--- src/rtl/shot_arbiter.sv ---
// shot_arbiter: shares the single projectile engine between player and enemy.
// Round-robin grant, 16-position shot flight, hit/miss resolution, score/lives.
//
// Ports:
//   Clk, rst        clock; synchronous active-low reset
//   req_player      player fire request (level)
//   req_enemy       enemy fire request (level)
//   ship_pos        live spaceship LED position
//   target_pos      live enemy target LED position
//   gnt_player/enemy one-cycle grant pulses
//   shot_active     projectile in flight
//   shot_owner      0 = player, 1 = enemy
//   shot_pos        projectile LED position
//   hit_target      player shot hit the target (pulse)
//   hit_ship        enemy shot hit the ship (pulse)
//   shot_miss       shot left the row (pulse)
//   score           saturating player hit count
//   lives           remaining lives
//   game_over       lives == 0
module shot_arbiter #(
  parameter int STEP_CYCLES = 4,
  parameter int SCORE_W     = 8,
  parameter int LIVES_INIT  = 3
) (
  input  logic               Clk,
  input  logic               rst,
  input  logic               req_player,
  input  logic               req_enemy,
  input  logic [3:0]         ship_pos,
  input  logic [3:0]         target_pos,
  output logic               gnt_player,
  output logic               gnt_enemy,
  output logic               shot_active,
  output logic               shot_owner,
  output logic [3:0]         shot_pos,
  output logic               hit_target,
  output logic               hit_ship,
  output logic               shot_miss,
  output logic [SCORE_W-1:0] score,
  output logic [1:0]         lives,
  output logic               game_over
);

  localparam int STEP_W = $clog2(STEP_CYCLES);
  localparam logic [STEP_W-1:0] STEP_LAST =
    STEP_W'(STEP_CYCLES - 1);

  localparam logic [0:0] S_IDLE = 1'b0;
  localparam logic [0:0] S_FLY  = 1'b1;

  logic [0:0]        state;
  logic [STEP_W-1:0] step_cnt;
  // 1 = enemy got the last grant; reset value lets the player win the first tie
  logic              last_enemy;

  logic p_ok;
  logic e_ok;
  logic pick_p;
  logic pick_e;
  logic step_edge;
  logic p_hit;
  logic p_miss;
  logic e_hit;
  logic e_miss;

  assign game_over = (lives == 2'd0);

  // A player shot launched from 15 would start off the row
  assign p_ok = req_player && (ship_pos != 4'd15);
  assign e_ok = req_enemy;

  always_comb begin
    pick_p = p_ok && (!e_ok || last_enemy);
    pick_e = e_ok && !pick_p;
  end

  assign step_edge = (state == S_FLY) && (step_cnt == STEP_LAST);

  // Launch position is checked at the first step edge, before any move
  assign p_hit  = !shot_owner && (shot_pos == target_pos);
  assign p_miss = !shot_owner && (shot_pos == 4'd15);
  assign e_hit  =  shot_owner && (shot_pos == ship_pos);
  assign e_miss =  shot_owner && (shot_pos == 4'd0);

  always_ff @(posedge Clk) begin
    if (!rst) begin
      state       <= S_IDLE;
      step_cnt    <= '0;
      last_enemy  <= 1'b1;
      shot_active <= 1'b0;
      shot_owner  <= 1'b0;
      shot_pos    <= 4'd0;
      gnt_player  <= 1'b0;
      gnt_enemy   <= 1'b0;
      hit_target  <= 1'b0;
      hit_ship    <= 1'b0;
      shot_miss   <= 1'b0;
      score       <= '0;
      lives       <= 2'(LIVES_INIT);
    end else begin
      gnt_player <= 1'b0;
      gnt_enemy  <= 1'b0;
      hit_target <= 1'b0;
      hit_ship   <= 1'b0;
      shot_miss  <= 1'b0;
      unique case (state)
        S_IDLE: begin
          if (!game_over && (pick_p || pick_e)) begin
            state       <= S_FLY;
            step_cnt    <= '0;
            shot_active <= 1'b1;
            last_enemy  <= pick_e;
            shot_owner  <= pick_e;
            gnt_player  <= pick_p;
            gnt_enemy   <= pick_e;
            shot_pos    <= pick_p ? ship_pos + 4'd1 : 4'd15;
          end
        end
        S_FLY: begin
          if (!step_edge) begin
            step_cnt <= step_cnt + 1'b1;
          end else begin
            step_cnt <= '0;
            if (p_hit) begin
              hit_target <= 1'b1;
              if (score != '1) score <= score + 1'b1;
            end else if (p_miss) begin
              shot_miss <= 1'b1;
            end else if (e_hit) begin
              hit_ship <= 1'b1;
              if (lives != 2'd0) lives <= lives - 2'd1;
            end else if (e_miss) begin
              shot_miss <= 1'b1;
            end else if (shot_owner) begin
              shot_pos <= shot_pos - 4'd1;
            end else begin
              shot_pos <= shot_pos + 4'd1;
            end
            if (p_hit || p_miss || e_hit || e_miss) begin
              state       <= S_IDLE;
              shot_active <= 1'b0;
            end
          end
        end
        default: begin
          state       <= S_IDLE;
          shot_active <= 1'b0;
        end
      endcase
    end
  end

endmodule
--- config.mk ---
export PLATFORM = sky130hd
export DESIGN_NAME = shot_arbiter
export DESIGN_NICKNAME = d
export VERILOG_FILES = /design/src/rtl/shot_arbiter.sv
export SDC_FILE = /design/constraint.sdc
export NUM_CORES = 1
export LEC_CHECK = 0
export ABC_AREA = 1
export BUFFER_PORTS_ARGS = -buffer_cell sky130_fd_sc_hd__buf_2
export CORE_ASPECT_RATIO = 0.8
export CORE_UTILIZATION = 47
export DETAILED_ROUTE_END_ITERATION = 16
export PLACE_DENSITY_LB_ADDON = 0.3
export SYNTH_ARGS = -nofsm -noshare
export SYNTH_HDL_FRONTEND = slang
export SYNTH_SLANG_ARGS = --single-unit
export TNS_END_PERCENT = 100
--- constraint.sdc ---
create_clock -name Clk -period 3.4 [get_ports Clk]
set_input_delay 0.68 -clock Clk [delete_from_list [all_inputs] [get_ports Clk]]
set_output_delay 0.68 -clock Clk [all_outputs]
set_load 0.05 [all_outputs]
# After elaboration in Yosys (flattened, before gate mapping)
# Cells that the tools add are included.
# classes
reduce_logical,30
mul,0
eq_ne,13
n_addsub,6
mux,25
bitwise_logic,6
magnitude_cmp,0
div_mod_pow,0
n_shift,0
# ops
op,count
$mux 4,8
$reduce_and 6->1,2
$mux 1,11
$ne 2x2->1 const B,5
$logic_and 1x1->1,9
$add 4x1->4 const B,2
$add 8x1->8 const B,1
$eq 4x4->1,2
$ne 8x8->1 const B,1
$pmux 4 s2,1
$not 1->1,6
$reduce_and 3->1,2
$logic_or 1x1->1,5
$reduce_or 5->1,1
$eq 4x4->1 const B,1
$logic_not 1->1,4
$logic_not 4->1,1
$mux 2,2
$ne 2x1->1 const B,2
$ne 4x4->1 const B,1
$pmux 1 s2,2
$pmux 2 s2,1
$reduce_and 4->1,1
$reduce_or 4->1,1
8 further kinds,8
# word_totals
n_memories,0
latch_bits,0
out_inout_bits,22
mem_bits_rw,0
in_bits,12
mem_bits_ro,0
wordCells,93
regBits,25

# Depth between registers and ports, before layout
# Gate-level depths: netlist of the first run.
# depth
depth_word,9
ltp_mapped,12
ltp_nobuf,12

# Worst setup path after synthesis of the first run
# OpenSTA, ideal clock, no wires.
# synth_timing
path_type,reg2reg
startpoint,register lives[0]
endpoint,register shot_pos[0]
path_buffers,0
required_ns,3.283
setup_ns,0.117
arrival_time_ns,1.795
slack_ns,1.487
stages_incl_launch_ff,9
period_less_slack_ns,1.913
path_cell_list,dfxtp_1 > inv_1 > ha_1 > inv_1 > nand2_1 > a21oi_4 > nand3_1 > nand2_1 > nor2_1
# synth_via
elab_chain_len,5
# synth_rtl
item,line_no,source
start: declaration,40,"output logic [1:0] lives,"
start signal: assignment,99,lives <= 2'(LIVES_INIT);
start signal: assignment,131,if (lives != 2'd0) lives <= lives - 2'd1;
$logic_not 2->1,66,assign game_over = (lives == 2'd0);
net game_over,41,output logic game_over
$logic_not 1->1,108,if (!game_over && (pick_p || pick_e)) begin
$logic_and 1x1->1,108,
$ne 2x2->1 (no line),-,
$reduce_and 6->1 (no line),-,
end signal: assignment,116,shot_pos <= pick_p ? ship_pos + 4'd1 : 4'd15;
end signal: assignment,135,shot_pos <= shot_pos - 4'd1;
end signal: assignment,137,shot_pos <= shot_pos + 4'd1;
end: declaration,35,"output logic [3:0] shot_pos,"
# The timed path passes the listed nets, and every way through them passes these cells.
# A chain may end at the register's enable or synchronous reset.

# Final worst setup path of the first run
# layout_timing
startpoint,input ship_pos[0]
endpoint,register shot_pos[2]
# layout_via
elab_chain_len,9
word_cells_on_any_way,16
cone_classes,add/sub (1); eq/ne (4); mux (3); reduce/logical (8)
# layout_rtl
item,line_no,source
start: declaration,29,"input logic [3:0] ship_pos,"
$ne 4x4->1,69,assign p_ok = req_player && (ship_pos != 4'd15);
$logic_and 1x1->1,69,
$logic_and 1x1->1,73,pick_p = p_ok && (!e_ok || last_enemy);
$logic_not 1->1,74,pick_e = e_ok && !pick_p;
$logic_and 1x1->1,74,
$logic_or 1x1->1,108,
$logic_and 1x1->1,108,
$ne 2x2->1 (no line),-,
$reduce_and 6->1 (no line),-,
# Parallel ways exist; a longest one is shown, timed or not. The select of a mux whose other input is x is not followed.

==> results.sh, run 1 <==
export IMPL_fin_nets=282
export IMPL_drc_errors=0
export IMPL_antenna_cells_inserted=0
export IMPL_synth_fa_ha_area_share_pct=6.11
export IMPL_cts_root_buf="clkbuf_8"
export IMPL_die_area_mm2=0.00355
export IMPL_synth_area_leaders="dfxtp_1 32%, nand2_1 16%, nand3_1 6.1%"
export IMPL_synth_xor_area_share_pct=3.38
export IMPL_rows=18
export IMPL_crit_path_cell_trace="buf_2 -> ha_1 -> nand3_1 -> nand3_2 -> nand2_1 -> nand2_1 -> a21oi_4 -> nand3_1 -> nand2_1 -> nor2_1"
export IMPL_synth_top_area_share_pct=32.2
export IMPL_dp_hpwl_um=2500
export IMPL_final_instance_count_excl_fill=302
export IMPL_finalWorstSetupSlack_ns=1.56
export IMPL_gr_usage_met2_pct=30.4
export IMPL_fin_crit_sh_pct=54.3
export IMPL_post_cts_repair_setup_buffers=0
export IMPL_ctsResizeCount=0
export IMPL_cts_clk_slew_worst_paths_ns=0.09
export IMPL_grt_overflow=0
export IMPL_cp_data_required_time_ns=3.57
export IMPL_die_w_um=66.3
export IMPL_coreArea_mm2=0.00313
export IMPL_endpoint_kind="flop"
export IMPL_ant_nets=0
export IMPL_crit_fanout=9
export IMPL_dp_cells=298
export IMPL_synth_cells=227
export IMPL_setup_tns_ns=0
export IMPL_synth_simple_area_share_pct=39.5
export IMPL_arrival_ns=2.02
export IMPL_maxSlewViolCount=0
export IMPL_drtPass1Iterations=4
export IMPL_p_per_area_mw_per_mm2=382
export IMPL_period_needed_ns=1.84
export IMPL_ys_types=31
export IMPL_first_iter_violations=74
export IMPL_skew_ns=0.00635
export IMPL_cpPeakStageDelay_ns=0.26
export IMPL_vdd_drop_max_v=0.000317
export IMPL_fill_cells=310
export IMPL_cp_slowest_cell="a21oi_4"
export IMPL_io_buffers=33
export IMPL_cts_hold_buffers=0
export IMPL_routabilityCongestion=0.839
export IMPL_synth_seq_area_share_pct=32.2
export IMPL_grt_antenna_before_repair=0
export IMPL_drive_gt1_share_pct=24.8
export IMPL_clk_latency_ns=0.27
export IMPL_gr_usage_met1_pct=30.6
export IMPL_grt_pass1_wl_um=5530
export IMPL_syn_to_final_growth_pct=16.4
export IMPL_vias=1498
export IMPL_wl_um=3210
export IMPL_grt_max_degree=17
export IMPL_synth_top_area_cell="dfxtp_1"
export IMPL_path_class="input port to flop"
export IMPL_grt_met3_usage_pct=4.74
export IMPL_synth_compound_area_share_pct=10.3
export IMPL_synth_top_family_by_area="simple AND/OR/NAND/NOR gates"
export IMPL_drv_cap=0
export IMPL_wl_per_cell_um=10.6
export IMPL_vias_per_cell=4.96
export IMPL_crit_top_cell="nand2_1"
export IMPL_cts_tree="done"
export IMPL_die_h_um=53.5
export IMPL_htreeDepth=1
export IMPL_multi_input_area_um2=923
export IMPL_relSlewSlack_pct=72.2
export IMPL_hold_viol=0
export IMPL_start_util_pct=49.7
export IMPL_grt_usage_pct=20.8
export IMPL_hold_ws_ns=0.468
export IMPL_syn_area_per_cell_um2=6.86
export IMPL_syn_num_nets=246
export IMPL_cts_buffers=3
export IMPL_ys_ff_latch=25
export IMPL_holdCritPathClass="flop to flop"
export IMPL_worstSetupStartpointType="input port"
export IMPL_post_place_ws_ns=1.29
export IMPL_top_usage_layer="met1"
export IMPL_rsz0062_at_grt="false"
export IMPL_outcome="finished, final reports clean"
export IMPL_syn_area_mm2=0.00156
export IMPL_tightestPinTransition_ns=0.416
export IMPL_setup_violations_final=0
export IMPL_p_leak_nw=0.935
export IMPL_muxShareOfSynthArea_pct=0
export IMPL_regArea_um2=500
export IMPL_grt_pass1_vias=1271
export IMPL_fmax_mhz=542
export IMPL_yosysWarnings=0
export IMPL_clock_path_buffers=2
export IMPL_io_pins=34
export IMPL_cts_sinks=25
==> state kept, by name (all words and copies together) (netlist names), 2 cells and up <==
register	flops
step_cnt	2
score	8
lives	2
shot_pos	4
==> cell families (layout without fill, tap and decap cells) <==
kind of cell	count (synthesis)	count (layout)
xor+xnor	6	6
simple gates	128	128
fa+ha+maj	7	7
flops	25	25
buf+inv	33	68
compound gates	28	28
==> where the power goes <==
part           internal, W  leakage (nW)  switching (W)
clock            0.0000859        0.0261      0.0000987
sequential        0.000306         0.204      0.0000200
combinational    0.0000570         0.705       0.000125
==> cell type report <==
class | instances | area share (%)
clock inverter | 1 | 0.483
clock buffer | 3 | 2.28
inverter | 31 | 6.77
timing repair buffer | 33 | 9.12
sequential | 25 | 27.6
tap | 40 | 2.76
multi-input combinational | 169 | 51.0
==> layout by cell type, fill, tap and decap left out, types with 4 or more instances in the layout <==
cell	count
o21ai_0	4
inv_2	9
o21ai_1	4
buf_2	33
ha_1	6
nand4_1	4
nand3_1	19
a21oi_1	16
nor2_1	20
inv_1	18
nand2_1	67
dfxtp_1	25
==> metal layers <==
metal	share of wire [%]	vias to the layer above
li1	-	803
met1	54	662
met2	40	29
met3	4.6	4
met4	0.78	0
met5	0	-
==> synth_stat cells (all sizes together) <==
library cell  count
a21oi            17
buf               2
clkinv            4
dfxtp            25
fa                1
ha                6
inv              27
nand2            69
nand3            24
nand4             5
nor2             26
nor3              3
o211ai            1
o21ai             9
o31ai             1
or2               1
xnor2             3
xor2              3
==> worst max-delay path, delay by kind of cell <==
family	cells	cell delay, ns
AND/OR/NAND/NOR	7	0.72
adder cells (fa/ha/maj)	1	0.23
buffers and inverters	1	0.13
AO/OA/AOI/OAI	1	0.26
==> path summary, 6_finish.rpt <==
check	to	cells after the start	startpoint	slack [ns]
max	shot_pos[2]	10	ship_pos[0]	1.56
min reg2reg	step_cnt[0]	1	step_cnt[0]	0.47
min	step_cnt[0]	1	step_cnt[0]	0.47
max reg2reg	shot_pos[2]	7	shot_pos[0]	1.74
==> per-stage QoR <==
step / power, W / area [um^2] / utilization (%)
global route: 0.000737 / 1810 / 57.9
finish: 0.000693 / 1810 / 57.9
global placement: 0.000514 / 1760 / 56.3
detailed placement: 0.000514 / 1760 / 56.3
floorplan: 0.000469 / 1560 / -
CTS: 0.000701 / 1810 / 57.9
No activity file was read; power rests on OpenSTA's default activity.
==> inputs of run 2 (changes only) <==
- clock period: 3.4 -> 1.6 ns (I/O delays scaled with it)
==> results.sh, run 2 (synthesis gave the netlist of run 1 again) <==
export IMPL_die_area_mm2=0.00355
export IMPL_setup_tns_ns=0
export IMPL_vias=1512
export IMPL_outcome="finished, final reports clean"
export IMPL_cts_hold_buffers=0
export IMPL_antenna_cells_inserted=0
export IMPL_coreArea_mm2=0.00313
export IMPL_first_iter_violations=74
export IMPL_clock_path_buffers=2
export IMPL_fin_nets=292
export IMPL_wl_per_cell_um=10.5
export IMPL_crit_path_cell_trace="inv_2 -> fa_1 -> xnor2_1 -> o21ai_1 -> nand3_1 -> nand2_1 -> nor2_1"
export IMPL_drc_errors=0
export IMPL_regMostFlops="score"
export IMPL_layout_commonest_cell="nand2_1"
export IMPL_htreeDepth=1
export IMPL_drtPass1Iterations=4
export IMPL_die_h_um=53.5
export IMPL_clk_latency_ns=0.27
export IMPL_die_w_um=66.3
export IMPL_holdCritPathClass="input port to flop"
export IMPL_tightestPinTransition_ns=0.257
export IMPL_worstSetupStartpointType="flop"
export IMPL_io_pins=34
export IMPL_largest_reg_flops=8
export IMPL_maxSlewViolCount=0
export IMPL_relSlewSlack_pct=82.8
export IMPL_wl_um=3270
export IMPL_stdcell_area_mm2=0.00192
export IMPL_cts_root_buf="clkbuf_8"
export IMPL_ant_nets=0
export IMPL_fmax_mhz=677
export IMPL_path_delay_family="adder cells"
export IMPL_grt_antenna_before_repair=0
export IMPL_fin_crit_sh_pct=92.3
export IMPL_hold_ws_ns=0.311
export IMPL_syn_to_final_growth_pct=23.4
export IMPL_cts_clk_slew_worst_paths_ns=0.09
export IMPL_rows=18
export IMPL_crit_fanout=7
export IMPL_p_leak_nw=0.977
export IMPL_cts_buffers=3
export IMPL_vdd_drop_max_v=0.000524
export IMPL_largest_registers="score (8), shot_pos (4)"
export IMPL_path_buf_inv=1
export IMPL_vias_per_cell=4.85
export IMPL_layout_common_cells="67 x nand2_1, 33 x buf_2, 19 x nor2_1, 19 x nand3_1, 17 x inv_1"
export IMPL_setup_violations_final=0
export IMPL_drv_cap=0
export IMPL_cts_tree="done"
export IMPL_grt_usage_pct=21.8
export IMPL_dp_hpwl_um=2610
export IMPL_start_util_pct=49.7
export IMPL_grt_max_degree=16
export IMPL_grt_overflow=0
export IMPL_period_needed_ns=1.48
export IMPL_skew_ns=0.00920
export IMPL_grt_pass1_vias=1288
export IMPL_cts_sinks=25
export IMPL_cp_slowest_cell="fa_1"
export IMPL_routabilityCongestion=0.827
export IMPL_cp_data_required_time_ns=1.77
export IMPL_cpPeakStageDelay_ns=0.43
export IMPL_p_per_area_mw_per_mm2=777
export IMPL_arrival_ns=1.65
export IMPL_rsz0062_at_grt="false"
export IMPL_endpoint_kind="flop"
export IMPL_hold_viol=0
export IMPL_dpl_cell_area_mm2=0.00185
export IMPL_grt_pass1_wl_um=5770
export IMPL_drive_gt1_share_pct=32.7
export IMPL_path_class="flop to flop"
export IMPL_io_buffers=33
-- run 2: cell types whose count changed in the layout (fill, tap and decap cells not counted), moves of 2 or more --
cell / previous run / this run
dfxtp_1: 25 / 16
dfxtp_2: 0 / 8
buf_4: 0 / 10
ha_1: 6 / 4
-- run 2: path summary, 6_finish.rpt --
| check | endpoint | cells past startpoint | slack [ns] | start |
|---|---|---|---|---|
| min | shot_owner | 3 | 0.31 | rst |
| max | shot_pos[2] | 7 | 0.12 | shot_owner |
| min reg2reg | shot_active | 2 | 0.47 | shot_active |
| max reg2reg | shot_pos[2] | 7 | 0.12 | shot_owner |
-- run 2: metal layers --
metal	global-route usage (%)	up-vias	routed length, um
li1	-	816	-
met1	32.1	661	1710
met2	31.3	33	1400
met3	5.17	2	143
met4	5.32	0	22
met5	0	-	0
-- run 2: repair_timing --
action,4_1_cts,5_1_grt
buffers inserted,0,1
gates resized for setup,0,5
endpoints found under the setup margin,0,4
-- run 2: layout make-up --
type                       count  area, um^2
clock buffer                   3        41.3
timing repair buffer          43         240
sequential                    25         514
inverter                      31         123
tap                           40        50.0
fill                         320        1210
multi-input combinational    169         945
clock inverter                 1        7.51
-- run 2: metrics by stage --
stage | std cells | util [%] | total power [W] | setup slack, ns
6_report | 312 | 61.4 | 0.00149 | 0.124
5_1_grt | 312 | 61.4 | 0.00159 | 0.0235
4_1_cts | 311 | 60.5 | 0.00150 | 0.0514
3_5_place_dp | 307 | 59.0 | 0.00112 | 0.00601
3_3_place_gp | 307 | 59.0 | 0.00111 | 0.0540
2_1_floorplan | 227 | - | 0.00100 | 0.00750
-- run 2: report_power, final --
group          internal [W]  switching [W]
clock              0.000176       0.000201
combinational      0.000146       0.000279
sequential         0.000654      0.0000361
total              0.000976       0.000516
-- run 2: worst min-delay path, cell delays in order --
cell	delay [ns]
buf_2	0.11
clkinv_1	0.08
a21oi_1	0.04
